**src/rtl/wb_retire_queue.sv**
```systemverilog
// Writeback retire queue: DEPTH-entry in-order FIFO between MEM and the RF write port,
// with byte strobes and youngest-match forwarding. Define WB_BYPASS_EN for same-cycle retire when empty.
module wb_retire_queue #(
  parameter int DATA_W = 32,
  parameter int ADDR_W = 5,
  parameter int PC_W   = 32,
  parameter int DEPTH  = 4
) (
  input  logic                     clk,
  input  logic                     reset,
  input  logic                     ms_to_ws_valid,
  output logic                     ws_allowin,
  input  logic                     ms_gr_we,
  input  logic [ADDR_W-1:0]        ms_dest,
  input  logic [DATA_W/8-1:0]      ms_wstrb,
  input  logic [DATA_W-1:0]        ms_result,
  input  logic [PC_W-1:0]          ms_pc,
  output logic                     rf_we,
  output logic [ADDR_W-1:0]        rf_waddr,
  output logic [DATA_W/8-1:0]      rf_wstrb,
  output logic [DATA_W-1:0]        rf_wdata,
  input  logic                     rf_ready,
  input  logic [ADDR_W-1:0]        fwd_raddr,
  output logic                     fwd_hit,
  output logic                     fwd_partial,
  output logic [DATA_W-1:0]        fwd_data,
  output logic [$clog2(DEPTH):0]   ws_count,
  output logic [PC_W-1:0]          debug_wb_pc,
  output logic [DATA_W/8-1:0]      debug_wb_rf_wen,
  output logic [ADDR_W-1:0]        debug_wb_rf_wnum,
  output logic [DATA_W-1:0]        debug_wb_rf_wdata
);

  localparam int STRB_W = DATA_W / 8;
  localparam int PTR_W  = $clog2(DEPTH);
  localparam int CNT_W  = PTR_W + 1;

  // Handshakes: MEM->WS transfers when ms_to_ws_valid && ws_allowin; WS->RF transfers
  // when rf_we && rf_ready. rf_we never depends on rf_ready; no-write entries retire unconditionally.

  logic [ADDR_W-1:0] dest_q   [DEPTH];
  logic [STRB_W-1:0] wstrb_q  [DEPTH];
  logic [DATA_W-1:0] result_q [DEPTH];
  logic [PC_W-1:0]   pc_q     [DEPTH];
  logic              writes_q [DEPTH];

  logic [PTR_W-1:0] rd_ptr_q, rd_ptr_d;
  logic [PTR_W-1:0] wr_ptr_q, wr_ptr_d;
  logic [CNT_W-1:0] count_q, count_d;

  logic              empty, in_writes, sel_in;
  logic              pres_valid, pres_writes;
  logic [ADDR_W-1:0] pres_dest;
  logic [STRB_W-1:0] pres_wstrb;
  logic [DATA_W-1:0] pres_data;
  logic [PC_W-1:0]   pres_pc;
  logic              retire, deq, bypass, enq;

  assign empty     = (count_q == '0);
  assign in_writes = ms_gr_we && (ms_dest != '0) && (|ms_wstrb);

`ifdef WB_BYPASS_EN
  // An empty queue presents the incoming entry directly to the RF port.
  assign sel_in = empty;
`else
  assign sel_in = 1'b0;
`endif

  assign pres_valid  = sel_in ? ms_to_ws_valid : !empty;
  assign pres_writes = sel_in ? in_writes : writes_q[rd_ptr_q];
  assign pres_dest   = sel_in ? ms_dest   : dest_q[rd_ptr_q];
  assign pres_wstrb  = sel_in ? ms_wstrb  : wstrb_q[rd_ptr_q];
  assign pres_data   = sel_in ? ms_result : result_q[rd_ptr_q];
  assign pres_pc     = sel_in ? ms_pc     : pc_q[rd_ptr_q];

  assign retire = pres_valid && (!pres_writes || rf_ready);
  assign deq    = retire && !empty;
  assign bypass = retire && sel_in;

  assign ws_allowin = (count_q != CNT_W'(DEPTH));
  assign enq        = ms_to_ws_valid && ws_allowin && !bypass;

  assign rf_we    = pres_valid && pres_writes;
  assign rf_waddr = pres_dest;
  assign rf_wstrb = pres_wstrb;
  assign rf_wdata = pres_data;

  assign debug_wb_pc       = pres_pc;
  assign debug_wb_rf_wnum  = pres_dest;
  assign debug_wb_rf_wdata = pres_data;
  assign debug_wb_rf_wen   = (retire && pres_writes) ? pres_wstrb : '0;

  assign ws_count = count_q;

  assign rd_ptr_d = rd_ptr_q + PTR_W'(deq);
  assign wr_ptr_d = wr_ptr_q + PTR_W'(enq);
  assign count_d  = count_q + CNT_W'(enq) - CNT_W'(deq);

  always_ff @(posedge clk) begin
    if (reset) begin
      rd_ptr_q <= '0;
      wr_ptr_q <= '0;
      count_q  <= '0;
    end else begin
      rd_ptr_q <= rd_ptr_d;
      wr_ptr_q <= wr_ptr_d;
      count_q  <= count_d;
    end
  end

  // Entry validity is implied by count/rd_ptr, so the payload needs no reset.
  always_ff @(posedge clk) begin
    if (enq) begin
      dest_q[wr_ptr_q]   <= ms_dest;
      wstrb_q[wr_ptr_q]  <= ms_wstrb;
      result_q[wr_ptr_q] <= ms_result;
      pc_q[wr_ptr_q]     <= ms_pc;
      writes_q[wr_ptr_q] <= in_writes;
    end
  end

  // Scan oldest to youngest so the youngest match overrides.
  logic [PTR_W-1:0] idx;
  always_comb begin
    fwd_hit     = 1'b0;
    fwd_partial = 1'b0;
    fwd_data    = '0;
    idx         = '0;
    for (int i = 0; i < DEPTH; i++) begin
      idx = rd_ptr_q + PTR_W'(i);
      if ((CNT_W'(i) < count_q) && writes_q[idx] && (dest_q[idx] == fwd_raddr) &&
          (fwd_raddr != '0)) begin
        fwd_hit     = 1'b1;
        fwd_partial = ~&wstrb_q[idx];
        fwd_data    = result_q[idx];
      end
    end
  end

endmodule
```
**config.mk**
```make
export PLATFORM = sky130hd
export DESIGN_NAME = wb_retire_queue
export DESIGN_NICKNAME = d
export VERILOG_FILES = /design/src/rtl/wb_retire_queue.sv
export SDC_FILE = /design/constraint.sdc
export NUM_CORES = 1
export LEC_CHECK = 0
export BUFFER_PORTS_ARGS = -buffer_cell sky130_fd_sc_hd__buf_2
export CAP_MARGIN = 15
export CORE_ASPECT_RATIO = 1.75
export CORE_MARGIN = 10
export CORE_UTILIZATION = 60
export DETAILED_ROUTE_END_ITERATION = 7
export PLACE_DENSITY_LB_ADDON = 0.05
export SLEW_MARGIN = 20
export SYNTH_ARGS = -nofsm -noshare
export SYNTH_HDL_FRONTEND = slang
export SYNTH_SLANG_ARGS = --single-unit
```
**constraint.sdc**
```tcl
create_clock -name clk -period 17.5 [get_ports clk]
set_clock_uncertainty 0.05 [all_clocks]
set_input_delay 2.625 -clock clk [delete_from_list [all_inputs] [get_ports clk]]
set_output_delay 2.625 -clock clk [all_outputs]
set_load 0.01 [all_outputs]
```
==> results.py <==
metrics = {
    "sta": {
        "clock.fmax_ghz": 0.108,
        "fin_ws_ns": 8.26,
        "worstMarginPinSlew_ns": 1.04,
        "period_needed_ns": 9.24,
        "slew_viol_final": 0,
        "setup_viol": 0,
        "rsz0062_at_grt": "false",
        "hold_viol_final": 0,
        "tns_ns": 0,
        "fin_crit_sh": 0.528,
        "maxSlewHeadroom": 0.305,
    },
    "floorplanning": {
        "die_x_um": 141,
        "start_util": 0.606,
        "die-area_sq_um": 32500,
        "core.rowCount": 77,
        "coreArea_sq_um": 25200,
        "pin_count": 236,
        "die_h_um": 231,
    },
    "drt": {
        "drt_wl_total_mm": 37.2,
        "ant_nets": 0,
        "drcViolationCount": 0,
        "drtIter0Drc": 634,
        "wl_per_cell_um": 23.8,
        "vias_per_cell": 6.39,
        "first_pass_iters": 5,
        "dr_total_vias": 10000,
    },
    "layout": {
        "instances_no_fill": 1565,
        "nFillCells": 1802,
        "multi_input_area_sq_um": 5590,
        "layout_commonest_cell": "edfxtp_1",
        "layout_common_cells": "edfxtp_1 (296), buf_2 (235), mux2i_1 (147)",
        "register_area_sq_um": 9040,
        "area_growth_pct": 12.8,
        "drive_gt1_frac": 0.318,
        "finalNetCount": 1317,
    },
    "critical_path": {
        "crit_fanout": 71,
        "required_ns": 14.83,
        "worstPathCellList": "buf_4 > buf_4 > mux2i_1 > xnor2_1 > a2111oi_2 > a31o_2 > nand2_2 > o21ai_4 > buf_4 > o32ai_1 > buf_2",
        "crit_path_top_delay_cell": "dfxtp_4",
        "startpoint_type": "flop",
        "cpPeakStageDelay_ns": 1.04,
        "end_kind": "output pin",
        "path_depth": 11,
        "crit_top_cell": "buf_4",
        "rr_worst_depth": 11,
        "critPathTopFamily": "buffers and inverters",
        "critPathBufInv": 4,
        "cp.arrival_ns": 6.56,
        "critical_path_class": "reg2out",
        "r2r_slack_ns": 12.42,
    },
    "synthesis": {
        "synth_top_area_share": 0.581,
        "synthFlopType": "edfxtp_1",
        "ys_warn_count": 0,
        "synth-edff-count": 296,
        "synthCells": 1062,
        "synth_cell_type_count": 48,
        "synth_area_leader_cell": "edfxtp_1",
        "synth_area_leaders": "edfxtp_1 (58%), mux2i_1 (9.6%), mux4_2 (7.2%)",
        "avgSynthCellArea_sq_um": 14.4,
        "syn_area_sq_um": 15300,
        "synth_seq_cells": 303,
        "synthesis.nets": 1152,
        "ys_seq_area_frac": 0.590,
        "async_flop_share": 0,
    },
    "clocking": {
        "clk_latency_ns": 0.55,
        "cts.path.max_buffers": 3,
        "numCtsBuffers": 27,
        "cts_root_buffer": "clkbuf_16",
        "cts_tree": "yes",
        "cts.sinks": 303,
        "post_cts.repair.setup_buffers": 0,
        "ctsHoldBuffers": 0,
        "cts_htree_levels": 1,
        "clkTransAtPathRegs_ns": 0.06,
        "cts_resized": 0,
    },
    "placed_design": {
        "place_congestion": 0.894,
        "numPlacedInstances": 1514,
        "port_buffers": 235,
        "hpwl_mm": 24.0,
        "pre_cts_ws_ns": 8.85,
    },
    "job": {
        "max_cap_viol_count": 0,
    },
    "hold_path": {
        "min_path_cells": 2,
        "hold_path_class": "reg2reg",
    },
    "global_route": {
        "globalRouteTotalUtil": 0.222,
        "grt_pass1_wl_mm": 57.9,
        "antenna_found_initial": 4,
        "grt_pass1_vias": 10500,
        "overflow": 0,
        "grt_max_degree": 96,
    },
    "power_and_ir_drop": {
        "vdd.ir_drop.worst_uv": 111,
        "p_leak_uw": 0.00593,
        "powerDensity_nw_per_um2": 145,
    },
    "status": {
        "status": "finished clean",
    },
}
-- worst paths after layout --
check / startpoint / to
worst max-delay path: rd_ptr_q[1] / fwd_data[28]
worst min register to register: wr_ptr_q[1] / wr_ptr_q[1]
worst min-delay path: wr_ptr_q[1] / wr_ptr_q[1]
worst max register to register: rd_ptr_q[1] / ws_count[1]
-- state kept, by name (all words and copies together) (netlist names) --
| name | flops |
|---|---|
| ws_count | 3 |
| wr_ptr_q | 2 |
| pc_q | 128 |
| result_q | 128 |
| dest_q | 20 |
| writes_q | 4 |
| wstrb_q | 16 |
| rd_ptr_q | 2 |
-- cells in the mapped netlist (5+ instances only) --
| cell type | n |
|---|---|
| o21ai_0 | 37 |
| mux2_2 | 35 |
| buf_4 | 40 |
| clkbuf_1 | 32 |
| ha_1 | 6 |
| nor2_1 | 42 |
| a21oi_1 | 101 |
| dfxtp_1 | 7 |
| buf_6 | 7 |
| mux2i_1 | 147 |
| buf_2 | 35 |
| xnor2_1 | 17 |
| mux4_2 | 49 |
| and3_1 | 5 |
| o32ai_1 | 33 |
| inv_1 | 9 |
| nand2_1 | 40 |
| edfxtp_1 | 296 |
| o221a_1 | 30 |
| o31ai_1 | 32 |
| nor2b_1 | 6 |
| nor3_1 | 7 |
| xor2_1 | 10 |
-- cell families (layout without fill, tap and decap cells) --
kind of cell / Yosys count / after routing / synth area share
muxes: 231 / 231 / 0.194
buffers and inverters: 127 / 311 / 0.0473
other: 0 / 3 / 0
and+or+nand+nor: 118 / 118 / 0.0347
DFF: 303 / 303 / 0.590
AOI/OAI and AO/OA: 249 / 249 / 0.112
xor gates and xnor gates: 27 / 27 / 0.0155
adders and majority gates: 7 / 7 / 0.00622
-- area by class of cell --
cell class | instances | area share
Clock buffer | 30 | 0.0398
Antenna cell | 3 | 0.000435
Timing Repair Buffer | 254 | 0.0764
Clock inverter | 18 | 0.0103
Tap cell | 316 | 0.0229
Sequential cell | 303 | 0.524
Inverter | 9 | 0.00203
Multi-Input combinational cell | 632 | 0.324
-- worst min-delay path, delay by kind of cell (launching register included) --
family	cells	cell delay, ns
and+or+nand+nor	1	0.04
xor gates and xnor gates	1	0.16
DFF	1	0.37
-- metrics by stage --
step            util  instance area [sq um]  hold slack (ns)  power [uW]
2_1_floorplan      -                  15300            0.475        1680
3_3_place_gp   0.649                  16400            0.517        1930
3_5_place_dp   0.649                  16400            0.530        1940
4_1_cts        0.683                  17200            0.546        2520
5_1_grt        0.683                  17200            0.595        2630
6_report       0.683                  17300            0.547        2500
-- report_power, final --
| part | switching, uW | leakage [uW] | total [uW] | internal [uW] |
|---|---|---|---|---|
| registers | 52.4 | 0.00277 | 937 | 885 |
| logic | 565 | 0.00274 | 979 | 413 |
| clock network | 252 | 0.000416 | 580 | 328 |
-- routing by layer --
| layer | global-route usage | part of all wire |
|---|---|---|
| met4 | 0.0787 | 0.024 |
| met2 | 0.401 | 0.54 |
| met3 | 0.0489 | 0.071 |
| met5 | 0 | 0.00073 |
| met1 | 0.252 | 0.36 |
No activity file was read; power rests on OpenSTA's default activity.
